[config.mk]
export PLATFORM = sky130hd
export DESIGN_NAME = sync_fifo_param
export DESIGN_NICKNAME = d
export VERILOG_FILES = /design/src/rtl/sync_fifo_param.sv
export SDC_FILE = /design/constraint.sdc
export NUM_CORES = 1
export LEC_CHECK = 0
export ABC_CLOCK_PERIOD_IN_PS = 2940
export CAP_MARGIN = 40
export CORE_ASPECT_RATIO = 1.25
export CORE_MARGIN = 10
export CORE_UTILIZATION = 40
export DETAILED_ROUTE_END_ITERATION = 12
export HOLD_SLACK_MARGIN = 0.08
export PLACE_DENSITY = 0.7
export SYNTH_ARGS = -nofsm -noshare
export SYNTH_HDL_FRONTEND = slang
export SYNTH_SLANG_ARGS = --single-unit
export TNS_END_PERCENT = 10
[constraint.sdc]
create_clock -name clk -period 2.94 [get_ports clk]
set_clock_uncertainty 0.1 [all_clocks]
set_input_delay 0.588 -clock clk [delete_from_list [all_inputs] [get_ports clk]]
set_output_delay 0.588 -clock clk [all_outputs]
set_load 0.01 [all_outputs]
[src/rtl/sync_fifo_param.sv]
// sync_fifo_param
// Parametrised single-clock FIFO. It has full, almost-full and almost-empty
// flags, an occupancy count, and one-cycle overflow/underflow pulses. The
// output can run in one of two modes:
//   - show-ahead: the head entry is always presented on fifo_out;
//   - registered: fifo_out is loaded on an accepted read.
//
// Ports
//   clk               rising-edge clock
//   rst               synchronous active-high reset
//   write, fifo_in    push request and push data
//   read              pop request
//   fifo_out          read data (the head entry, or the last popped entry)
//   fifo_empty        count == 0
//   fifo_full         count == FIFO_DEPTH
//   fifo_almost_full  count >= AFULL_THRESH
//   fifo_almost_empty count <= AEMPTY_THRESH
//   fifo_count        current occupancy
//   overflow          one-cycle pulse when a write is dropped
//   underflow         one-cycle pulse when a read is dropped
module sync_fifo_param #(
  parameter int FIFO_WIDTH    = 32,
  parameter int FIFO_DEPTH    = 4,
  parameter int AFULL_THRESH  = FIFO_DEPTH - 1,
  parameter int AEMPTY_THRESH = 1,
  parameter bit SHOW_AHEAD    = 1'b1,
  localparam int CW           = $clog2(FIFO_DEPTH + 1)
) (
  input  logic                  clk,
  input  logic                  rst,
  input  logic                  write,
  input  logic [FIFO_WIDTH-1:0] fifo_in,
  input  logic                  read,
  output logic [FIFO_WIDTH-1:0] fifo_out,
  output logic                  fifo_empty,
  output logic                  fifo_full,
  output logic                  fifo_almost_full,
  output logic                  fifo_almost_empty,
  output logic [CW-1:0]         fifo_count,
  output logic                  overflow,
  output logic                  underflow
);

  localparam int PW = $clog2(FIFO_DEPTH);
  localparam logic [PW-1:0] LAST_PTR = PW'(FIFO_DEPTH - 1);
  localparam logic [CW-1:0] FULL_CNT = CW'(FIFO_DEPTH);

  logic [FIFO_WIDTH-1:0] mem_q [FIFO_DEPTH];

  logic [PW-1:0] wr_ptr_q, wr_ptr_d;
  logic [PW-1:0] rd_ptr_q, rd_ptr_d;
  logic [CW-1:0] count_q, count_d;
  logic          empty_q, full_q, afull_q, aempty_q;
  logic          overflow_q, underflow_q;
  logic          wr_acc, rd_acc;

  // A write into a full FIFO is still accepted when the head leaves on the
  // same edge: the slot being vacated is the one wr_ptr points at.
  always_comb begin
    rd_acc   = read & ~empty_q;
    wr_acc   = write & (~full_q | rd_acc);
    wr_ptr_d = wr_ptr_q;
    rd_ptr_d = rd_ptr_q;
    if (wr_acc) wr_ptr_d = (wr_ptr_q == LAST_PTR) ? '0 : wr_ptr_q + 1'b1;
    if (rd_acc) rd_ptr_d = (rd_ptr_q == LAST_PTR) ? '0 : rd_ptr_q + 1'b1;
    count_d  = count_q + CW'(wr_acc) - CW'(rd_acc);
  end

  // The flags are derived from count_d, so they line up with fifo_count.
  always_ff @(posedge clk) begin
    if (rst) begin
      wr_ptr_q    <= '0;
      rd_ptr_q    <= '0;
      count_q     <= '0;
      empty_q     <= 1'b1;
      full_q      <= 1'b0;
      afull_q     <= (AFULL_THRESH == 0);
      aempty_q    <= 1'b1;
      overflow_q  <= 1'b0;
      underflow_q <= 1'b0;
    end else begin
      wr_ptr_q    <= wr_ptr_d;
      rd_ptr_q    <= rd_ptr_d;
      count_q     <= count_d;
      empty_q     <= (count_d == '0);
      full_q      <= (count_d == FULL_CNT);
      afull_q     <= (int'(count_d) >= AFULL_THRESH);
      aempty_q    <= (int'(count_d) <= AEMPTY_THRESH);
      overflow_q  <= write & ~wr_acc;
      underflow_q <= read & ~rd_acc;
    end
  end

  // Storage is not reset. A write in the same cycle as reset is suppressed.
  always_ff @(posedge clk) begin
    if (!rst && wr_acc) mem_q[wr_ptr_q] <= fifo_in;
  end

  if (SHOW_AHEAD) begin : g_show_ahead
    assign fifo_out = mem_q[rd_ptr_q];
  end else begin : g_reg_out
    logic [FIFO_WIDTH-1:0] dout_q;
    // Both the read and a same-edge write into the slot being vacated happen
    // at the clock edge, so the read takes the old head value.
    always_ff @(posedge clk) begin
      if (rst)         dout_q <= '0;
      else if (rd_acc) dout_q <= mem_q[rd_ptr_q];
    end
    assign fifo_out = dout_q;
  end

  assign fifo_empty        = empty_q;
  assign fifo_full         = full_q;
  assign fifo_almost_full  = afull_q;
  assign fifo_almost_empty = aempty_q;
  assign fifo_count        = count_q;
  assign overflow          = overflow_q;
  assign underflow         = underflow_q;

endmodule

==> impl_metrics.tcl, run 1 <==
set metrics [dict create \
    status "finished clean" \
    hold_viol_final 0 \
    worstSetupPathType "reg -> out" \
    cts.repair.resized 0 \
    preCtsSetupSlack_ps -62.5 \
    critPathTopFamily "buffers and inverters" \
    synth_top_area_cell "edfxtp_1" \
    dp_hpwl_mm 6.46 \
    synth-compound-area-share_pct 0.637 \
    track_usage_pct 11.5 \
    antenna_found_initial 0 \
    swShare_pct 22.9 \
    arrival_ps 2110 \
    num_rows 46 \
    start_kind "flop" \
    ys_seq_area_share_pct 78.2 \
    vdd_drop_max_mv 0.335 \
    port_buffers 76 \
    start_util_pct 41.3 \
    synth_mux_area_share_pct 14.3 \
    grt_setup_unrepaired "false" \
    crit_fanout 24 \
    syn_to_final_growth_pct 30.5 \
    fmax_ghz 0.358 \
    routed_via_density 4.91 \
    synth-seq-cells 143 \
    met1_length_mm 3.79 \
    finalCritPeriodShare_pct 95.1 \
    grt_max_degree 30 \
    synthArstFlopShare_pct 0 \
    root_buffer "clkbuf_16" \
    synth.distinct_cells 24 \
    synthSimpleGateAreaFrac_pct 2.20 \
    met2_length_mm 5.26 \
    ff2ff_setup_slack_ps 630 \
    cts_max_path_buffers 2 \
    critPathBufInv 2 \
    powerDensity_nw_per_um2 815 \
    drc_errors 0 \
    synth-edff-count 128 \
    core-area_um2 12800 \
    synthXorXnorAreaFrac_pct 0.425 \
    fillers 999 \
    combPwrFrac_pct 19.7 \
    internal-power_mw 4.34 \
    synthCells 231 \
    synth-main-ff-cell "edfxtp_1" \
    grt_pass1_wl_mm 15.5 \
    synth_top_area_share_pct 72.5 \
    clkTransAtPathRegs_ps 60 \
    slowest_stage "mux4_1" \
    drtIter0Drc 151 \
    synthTopCellsByCount "edfxtp_1, mux4_2, dfxtp_1" \
    pwr-share-seq_pct 43.9 \
    drt-pass1-iter-count 4 \
    wl_met3_um 617 \
    die_h_um 149 \
    postCtsSetupBuffers 0 \
    worstSetupEndpointType "output pin" \
    netlist_area_um2 5300 \
    gr-total-overflow 0 \
    synthTopCellsByArea "edfxtp_1, mux4_2, dfxtp_1" \
    clkPwrFrac_pct 36.4 \
    wl_per_cell_um 19.2 \
    grt_pass1_vias 2784 \
    io_pins 77 \
    layout.nets 374 \
    cap_violations 0 \
    ys_warn_count 0 \
    fin_ws_ps 145 \
    clock_latency_ps 400 \
    cts.sinks 143 \
    slew_viol_final 0 \
    cts_tree "yes" \
    setup_viol 0 \
    critPathMaxStageDelay_ps 630 \
    num_vias 2503 \
    hold_buffers 0 \
    p_leak_nw 2.29 \
    avgSynthCellArea_um2 22.9 \
    drt-total-wl_mm 9.78 \
    drive_above_1_share_pct 22.5 \
    gp_congestion 0.764 \
    highest_layer "met4" \
    instances_no_fill 510 \
    required_ps 2250 \
    h-tree-depth 4 \
    switchingPower_mw 1.29 \
    yosys.area_share.adder_pct 2.03 \
    placed_cells 479 \
    diodes 0 \
    slew-limit-headroom_pct 81.4 \
    tightest_slew_ps 279 \
    synth_top_family_by_area "multiplexers" \
    cp_cell_sequence "buf_12, mux4_1, clkdlybuf4s50_1" \
    cts_buffers 17 \
    syn_nets 275 \
    min_period_ps 2800 \
    die_w_um 123 \
    postRouteAntennaNets 0 \
    synthMostInstantiatedCell "edfxtp_1" \
    hp-class "reg -> reg" \
    dieArea_um2 18300 \
]
==> cell families (layout without fill, tap and decap cells) <==
family,after synthesis,after routing
flops,143,143
mux,35,35
simple gates,24,24
buf+inv,15,126
fa+ha+maj,8,8
compound gates,5,5
xor+xnor,1,1
==> routing by layer <==
layer	vias to the layer above	global-route usage, %
met3	7	3.94
met1	1302	12.3
met4	0	4.78
met5	-	0
li1	1138	-
met2	56	19.9
==> tightest hold or removal path, delay by kind of cell, from the launching register on <==
family,cells,cell delay (ps)
AND/OR/NAND/NOR,2,90
flip-flops,1,320
==> stage by stage <==
step                      instance area, µm²  util [%]  TNS (ps)  total power [mW]  hold slack, ps
after floorplan                         5300         -         0              3.11             354
after global placement                  6340      49.4         0              3.63             353
after detailed placement                6340      49.4      -117              3.66             359
after CTS                               6920      53.9         0              5.72             367
after global routing                    6920      53.9         0              5.90             378
final                                   6920      53.9         0              5.64             358
==> final timing paths <==
kind	cells after the start	to	start
hold / removal	2	underflow	fifo_empty
setup reg to reg	11	fifo_full	fifo_empty
hold reg to reg	2	underflow	fifo_empty
setup / recovery	3	fifo_out[17]	flop
==> layout make-up <==
| cell class | count | area, µm² | share of cell area [%] |
|---|---|---|---|
| inverters | 7 | 26.3 | 0.380 |
| well taps | 168 | 210 | 3.04 |
| clock inverters | 14 | 150 | 2.17 |
| flip-flops and latches | 143 | 4150 | 59.9 |
| multi-input cells | 73 | 1040 | 15.1 |
| repair buffers | 88 | 913 | 13.2 |
| clock buffers | 17 | 425 | 6.15 |
==> power groups by stage <==
stage | sequential [mW] | clock, mW | combinational, mW
after global routing | 2.49 | 2.19 | 1.22
after detailed placement | 2.52 | 0 | 1.15
after floorplan | 2.52 | 0 | 0.594
after CTS | 2.48 | 2.10 | 1.15
final | 2.47 | 2.05 | 1.11
after global placement | 2.51 | 0 | 1.13
==> state kept, by name, summed over array words and instances (netlist names), 2 cells and up, named ones only <==
name and cells:
mem_q 128, rd_ptr_q 2, fifo_count 3, wr_ptr_q 2
==> cells in the final DEF (no fill, tap or decap) <==
cell / instances
dfxtp_1: 13
buf_4: 7
nand2b_1: 4
nor2_1: 9
clkbuf_16: 17
ha_1: 7
bufinv_16: 3
nor2_2: 1
fa_1: 1
nand2_1: 4
clkinv_1: 4
edfxtp_1: 128
mux4_1: 2
a21oi_1: 3
xnor3_1: 1
clkdlybuf4s50_1: 76
clkinvlp_4: 4
mux4_2: 30
mux2_1: 1
and2_2: 4
dfxtp_2: 2
inv_1: 7
buf_12: 5
clkinv_2: 3
mux2i_1: 2
and3_1: 1
a21o_1: 1
a21boi_2: 1
nor3_1: 1
Power figures use the tool's default switching activity.
==> inputs of run 2 (changes only) <==
--- a/config.mk
+++ b/config.mk
@@ -11,8 +11,10 @@
 export CORE_MARGIN = 10
 export CORE_UTILIZATION = 40
 export DETAILED_ROUTE_END_ITERATION = 12
+export DONT_BUFFER_PORTS = 1
 export HOLD_SLACK_MARGIN = 0.08
-export PLACE_DENSITY = 0.7
+export PLACE_DENSITY = 0.62
+export SETUP_SLACK_MARGIN = 0.05
 export SYNTH_ARGS = -nofsm -noshare
 export SYNTH_HDL_FRONTEND = slang
 export SYNTH_SLANG_ARGS = --single-unit
==> impl_metrics.tcl, run 2 (synthesis results as in run 1) <==
set metrics [dict create \
    antenna_found_initial 0 \
    internal-power_mw 4.24 \
    drt-total-wl_mm 9.44 \
    dieArea_um2 18300 \
    fin_setup_tns_ps 0 \
    cts_buffers 17 \
    p_total_mw 5.54 \
    critPathTopFamily "flip-flops" \
    max_flop_register "mem_q" \
    num_rows 46 \
    cts_max_path_buffers 2 \
    drtIter0Drc 134 \
    die_h_um 149 \
    worstSetupPathType "reg -> out" \
    swShare_pct 23.4 \
    slowest_stage "dfxtp_2" \
    layout_commonest_cell "edfxtp_1" \
    start_util_pct 41.3 \
    postCtsSetupBuffers 0 \
    track_usage_pct 11.0 \
    hold_ws_ps 139 \
    hold_buffers 0 \
    grt_pass1_vias 2432 \
    critPathMaxStageDelay_ps 630 \
    clkTransAtPathRegs_ps 60 \
    powerDensity_nw_per_um2 895 \
    crit_fanout 17 \
    clock_latency_ps 410 \
    h-tree-depth 4 \
    pwr-share-seq_pct 45.3 \
    diodes 0 \
    min_period_ps 2530 \
    multi_input_area_um2 1040 \
    finalCritPeriodShare_pct 85.9 \
    cts_tree "yes" \
    postRouteAntennaNets 0 \
    required_ps 2250 \
    grt_pass1_wl_mm 14.5 \
    setup_viol 0 \
    gr-total-overflow 0 \
    critPathBufInv 1 \
    cts.repair.resized 0 \
    worstSetupEndpointType "output pin" \
    arrival_ps 1840 \
    tightest_slew_ps 479 \
    placed_cells 400 \
    ff2ff_setup_slack_ps 490 \
    drive_above_1_share_pct 29.5 \
    vdd_drop_max_mv 0.329 \
    p_leak_nw 2.03 \
    cts.sinks 143 \
    largest_reg_flops 128 \
    status "finished clean" \
    final_cell_mix "edfxtp_1, mux4_2, clkbuf_16" \
    core-area_um2 12800 \
    combPwrFrac_pct 12.6 \
    instances_no_fill 432 \
    final-seq-area_um2 4150 \
    start_kind "flop" \
    drt-pass1-iter-count 4 \
    grt_max_degree 24 \
    port_buffers 0 \
    clkPwrFrac_pct 42.1 \
    syn_to_final_growth_pct 16.8 \
    slew_viol_final 0 \
    layout.nets 295 \
    cap_violations 0 \
    routed_via_density 5.03 \
    slew-limit-headroom_pct 68.1 \
    fmax_ghz 0.396 \
    grt_setup_unrepaired "false" \
    dp_hpwl_mm 6.11 \
    hp-class "in -> reg" \
    num_vias 2174 \
    switchingPower_mw 1.30 \
    cp_cell_sequence "buf_4, mux4_1" \
    io_pins 77 \
    die_w_um 123 \
    fillers 1034 \
    root_buffer "clkbuf_16" \
    hold_viol_final 0 \
    gp_congestion 0.685 \
    drc_errors 0 \
    wl_per_cell_um 21.9 \
]
## run 2: cell types whose count changed in the layout (fill, tap and decap cells not counted), sizes merged
cell / delta
inv: +5
bufinv: +2
clkinvlp: -3
clkdlybuf4s50: -76
buf: -3
clkinv: -3
## run 2: area by class of cell
cell class | instances | share of cell area (%)
clock buffers | 17 | 6.87
clock inverters | 15 | 3.74
inverters | 7 | 0.424
multi-input cells | 73 | 16.9
flip-flops and latches | 143 | 67.0
well taps | 168 | 3.40
repair buffers | 9 | 1.70
## run 2: final timing paths
check              startpoint           end  depth (start not counted)
setup reg to reg   fifo_empty     fifo_full                         11
setup / recovery         flop  fifo_out[17]                          2
hold / removal            rst     underflow                          1
hold reg to reg   rd_ptr_q[1]          flop                          2
## run 2: metal layers
| metal | share of wire (%) | up-vias | track usage [%] | routed length [µm] |
|---|---|---|---|---|
| li1 | - | 980 | - | - |
| met1 | 35 | 1131 | 10.8 | 3310 |
| met2 | 56 | 51 | 19.4 | 5280 |
| met3 | 7.0 | 12 | 4.89 | 657 |
| met4 | 2.0 | 0 | 5.25 | 193 |
| met5 | 0 | - | 0 | 0 |
## run 2: power groups by stage
stage               clock (mW)  combinational (mW)  sequential [mW]
floorplan                    0               0.594             2.52
global placement             0               0.717             2.55
CTS                       2.39               0.731             2.52
detailed placement           0               0.731             2.56
finish                    2.33               0.698             2.51
global route              2.47               0.783             2.53
## run 2: stage by stage
stage | worst slack [ps] | utilization, % | area (µm²)
after detailed placement | 338 | 43.1 | 5530
after CTS | 338 | 48.2 | 6190
final | 414 | 48.2 | 6190
after global placement | 390 | 43.1 | 5530
after floorplan | 493 | - | 5300
after global routing | 270 | 48.2 | 6190
## run 2: worst register-to-register path: stages (launching register included)
cell and delay, ps:
dfxtp_1 350, nand2b_1 230, a21boi_2 250, inv_1 70, ha_1 280, inv_1 60, ha_1 130, inv_1 50
fa_1 360, xnor3_1 190, nor2_2 160, and3_1 170
==> inputs of run 3 (changes only) <==
--- a/config.mk
+++ b/config.mk
@@ -5,7 +5,7 @@
 export SDC_FILE = /design/constraint.sdc
 export NUM_CORES = 1
 export LEC_CHECK = 0
-export ABC_CLOCK_PERIOD_IN_PS = 2940
+export ABC_CLOCK_PERIOD_IN_PS = 2200
 export CAP_MARGIN = 40
 export CORE_ASPECT_RATIO = 1.25
 export CORE_MARGIN = 10
@@ -13,7 +13,7 @@
 export DETAILED_ROUTE_END_ITERATION = 12
 export DONT_BUFFER_PORTS = 1
 export HOLD_SLACK_MARGIN = 0.08
-export PLACE_DENSITY = 0.62
+export PLACE_DENSITY = 0.64
 export SETUP_SLACK_MARGIN = 0.05
 export SYNTH_ARGS = -nofsm -noshare
 export SYNTH_HDL_FRONTEND = slang
==> constraint.sdc (replaced) <==
create_clock -name clk -period 2.2 [get_ports clk]
set_clock_uncertainty 0.1 [all_clocks]
set_input_delay 0.44 -clock clk [delete_from_list [all_inputs] [get_ports clk]]
set_output_delay 0.44 -clock clk [all_outputs]
set_load 0.01 [all_outputs]
==> impl_metrics.tcl, run 3 (synthesis results as in run 1) <==
set metrics [dict create \
    crit_fanout 5 \
    worstSetupPathType "reg -> reg" \
    p_leak_nw 2.24 \
    cts_max_path_buffers 2 \
    start_util_pct 41.3 \
    routed_via_density 4.96 \
    critPathTopFamily "adder cells" \
    powerDensity_nw_per_um2 1120 \
    setup_viol 0 \
    io_pins 77 \
    grt_max_degree 17 \
    antenna_found_initial 0 \
    drive_above_1_share_pct 31.6 \
    cap_violations 0 \
    gr-total-overflow 0 \
    tightest_slew_ps 288 \
    die_h_um 149 \
    core-area_um2 12800 \
    status "finished clean" \
    cp_common_cell "inv_2" \
    drt-total-wl_mm 9.90 \
    hold_viol_final 0 \
    hp-class "in -> reg" \
    vdd_drop_max_mv 0.577 \
    required_ps 2450 \
    grt_pass1_wl_mm 15.5 \
    fmax_ghz 0.456 \
    critPathMaxStageDelay_ps 350 \
    placed_cells 407 \
    dp_hpwl_mm 6.23 \
    layout_commonest_cell "edfxtp_1" \
    start_kind "flop" \
    root_buffer "clkbuf_16" \
    grt_setup_unrepaired "true" \
    critPathBufInv 3 \
    slowest_stage "fa_2" \
    instances_no_fill 478 \
    grt_pass1_vias 2702 \
    h-tree-depth 4 \
    max_flop_register "mem_q" \
    arrival_ps 2440 \
    dieArea_um2 18300 \
    drtIter0Drc 160 \
    layout.nets 341 \
    die_w_um 123 \
    clock_latency_ps 400 \
    clkTransAtPathRegs_ps 60 \
    finalCritPeriodShare_pct 99.7 \
    fin_ws_ps 5.55 \
    drc_errors 0 \
    track_usage_pct 11.6 \
    num_rows 46 \
    syn_to_final_growth_pct 26.9 \
    hold_ws_ps 7.84 \
    postRouteAntennaNets 0 \
    port_buffers 0 \
    cts_buffers 17 \
    preCtsSetupSlack_ps -76.9 \
    final_cell_mix "edfxtp_1, dlygate4sd3_1, mux4_2" \
    diodes 0 \
    num_vias 2373 \
    place_area_um2 5680 \
    largest_reg_flops 128 \
    design_area_um2 6720 \
    slew-limit-headroom_pct 80.8 \
    worstSetupEndpointType "flop" \
    wl_per_cell_um 20.7 \
    cp_cell_sequence "nand2b_4, a21boi_4, inv_2, ha_4, inv_2, ha_4, inv_2, fa_2, xnor3_1, nor2_4, and3_4" \
    min_period_ps 2190 \
    drt-pass1-iter-count 4 \
    slew_viol_final 0 \
    cts.sinks 143 \
    gp_congestion 0.704 \
    cts_tree "yes" \
]
[run 3: cell types whose count changed in the layout (fill, tap and decap cells not counted), moves of 3 or more]
| cell | before | now |
|---|---|---|
| dlygate4sd3_1 | 0 | 36 |
| buf_12 | 3 | 10 |
| inv_6 | 5 | 1 |
| buf_4 | 6 | 9 |
| clkinv_2 | 0 | 3 |
| inv_1 | 7 | 4 |
| inv_2 | 0 | 3 |
[run 3: path summary, 6_finish.rpt]
| check | endpoint | startpoint | slack (ps) | cells past startpoint |
|---|---|---|---|---|
| hold / removal | fifo_count[2] | rst | 8 | 1 |
| setup / recovery | fifo_full | fifo_empty | 6 | 11 |
| hold reg to reg | wr_ptr_q[1] | wr_ptr_q[1] | 420 | 2 |
| setup reg to reg | fifo_full | fifo_empty | 6 | 11 |
[run 3: final cells by class]
cell class / instances / area [µm²]
fillers: 988 / 6110
flip-flops and latches: 143 / 4150
multi-input cells: 73 / 1090
repair buffers: 55 / 628
clock buffers: 18 / 429
well taps: 168 / 210
clock inverters: 14 / 190
inverters: 7 / 26.3
[run 3: timing repair]
item,in CTS,in global routing
endpoints found under the setup margin,22,30
resized for setup,6,9
hold endpoints to repair,138,3
buffers inserted,0,3
pin swaps,2,5
hold buffers,35,1
[run 3: per-stage QoR]
stage	setup TNS (ps)	total power [mW]	utilization (%)
final	0	7.54	52.4
after global routing	-86.5	7.89	52.4
after CTS	0	7.58	51.9
after detailed placement	-149	4.50	44.2
after global placement	0	4.46	44.2
after floorplan	0	4.18	-
[run 3: per-layer routing]
metal	routed length (µm)	GRT usage, %	share of wire [%]	vias to the layer above
met2	5460	19.8	55	59
met1	3800	12.8	38	1230
li1	-	-	-	1076
met5	0	0	0	-
met4	94	4.43	0.95	0
met3	547	4.32	5.5	8
[run 3: where the power goes]
group          internal (mW)  switching [mW]
Combinational          0.634           0.628
Sequential              3.22           0.119
Clock                   1.90            1.05
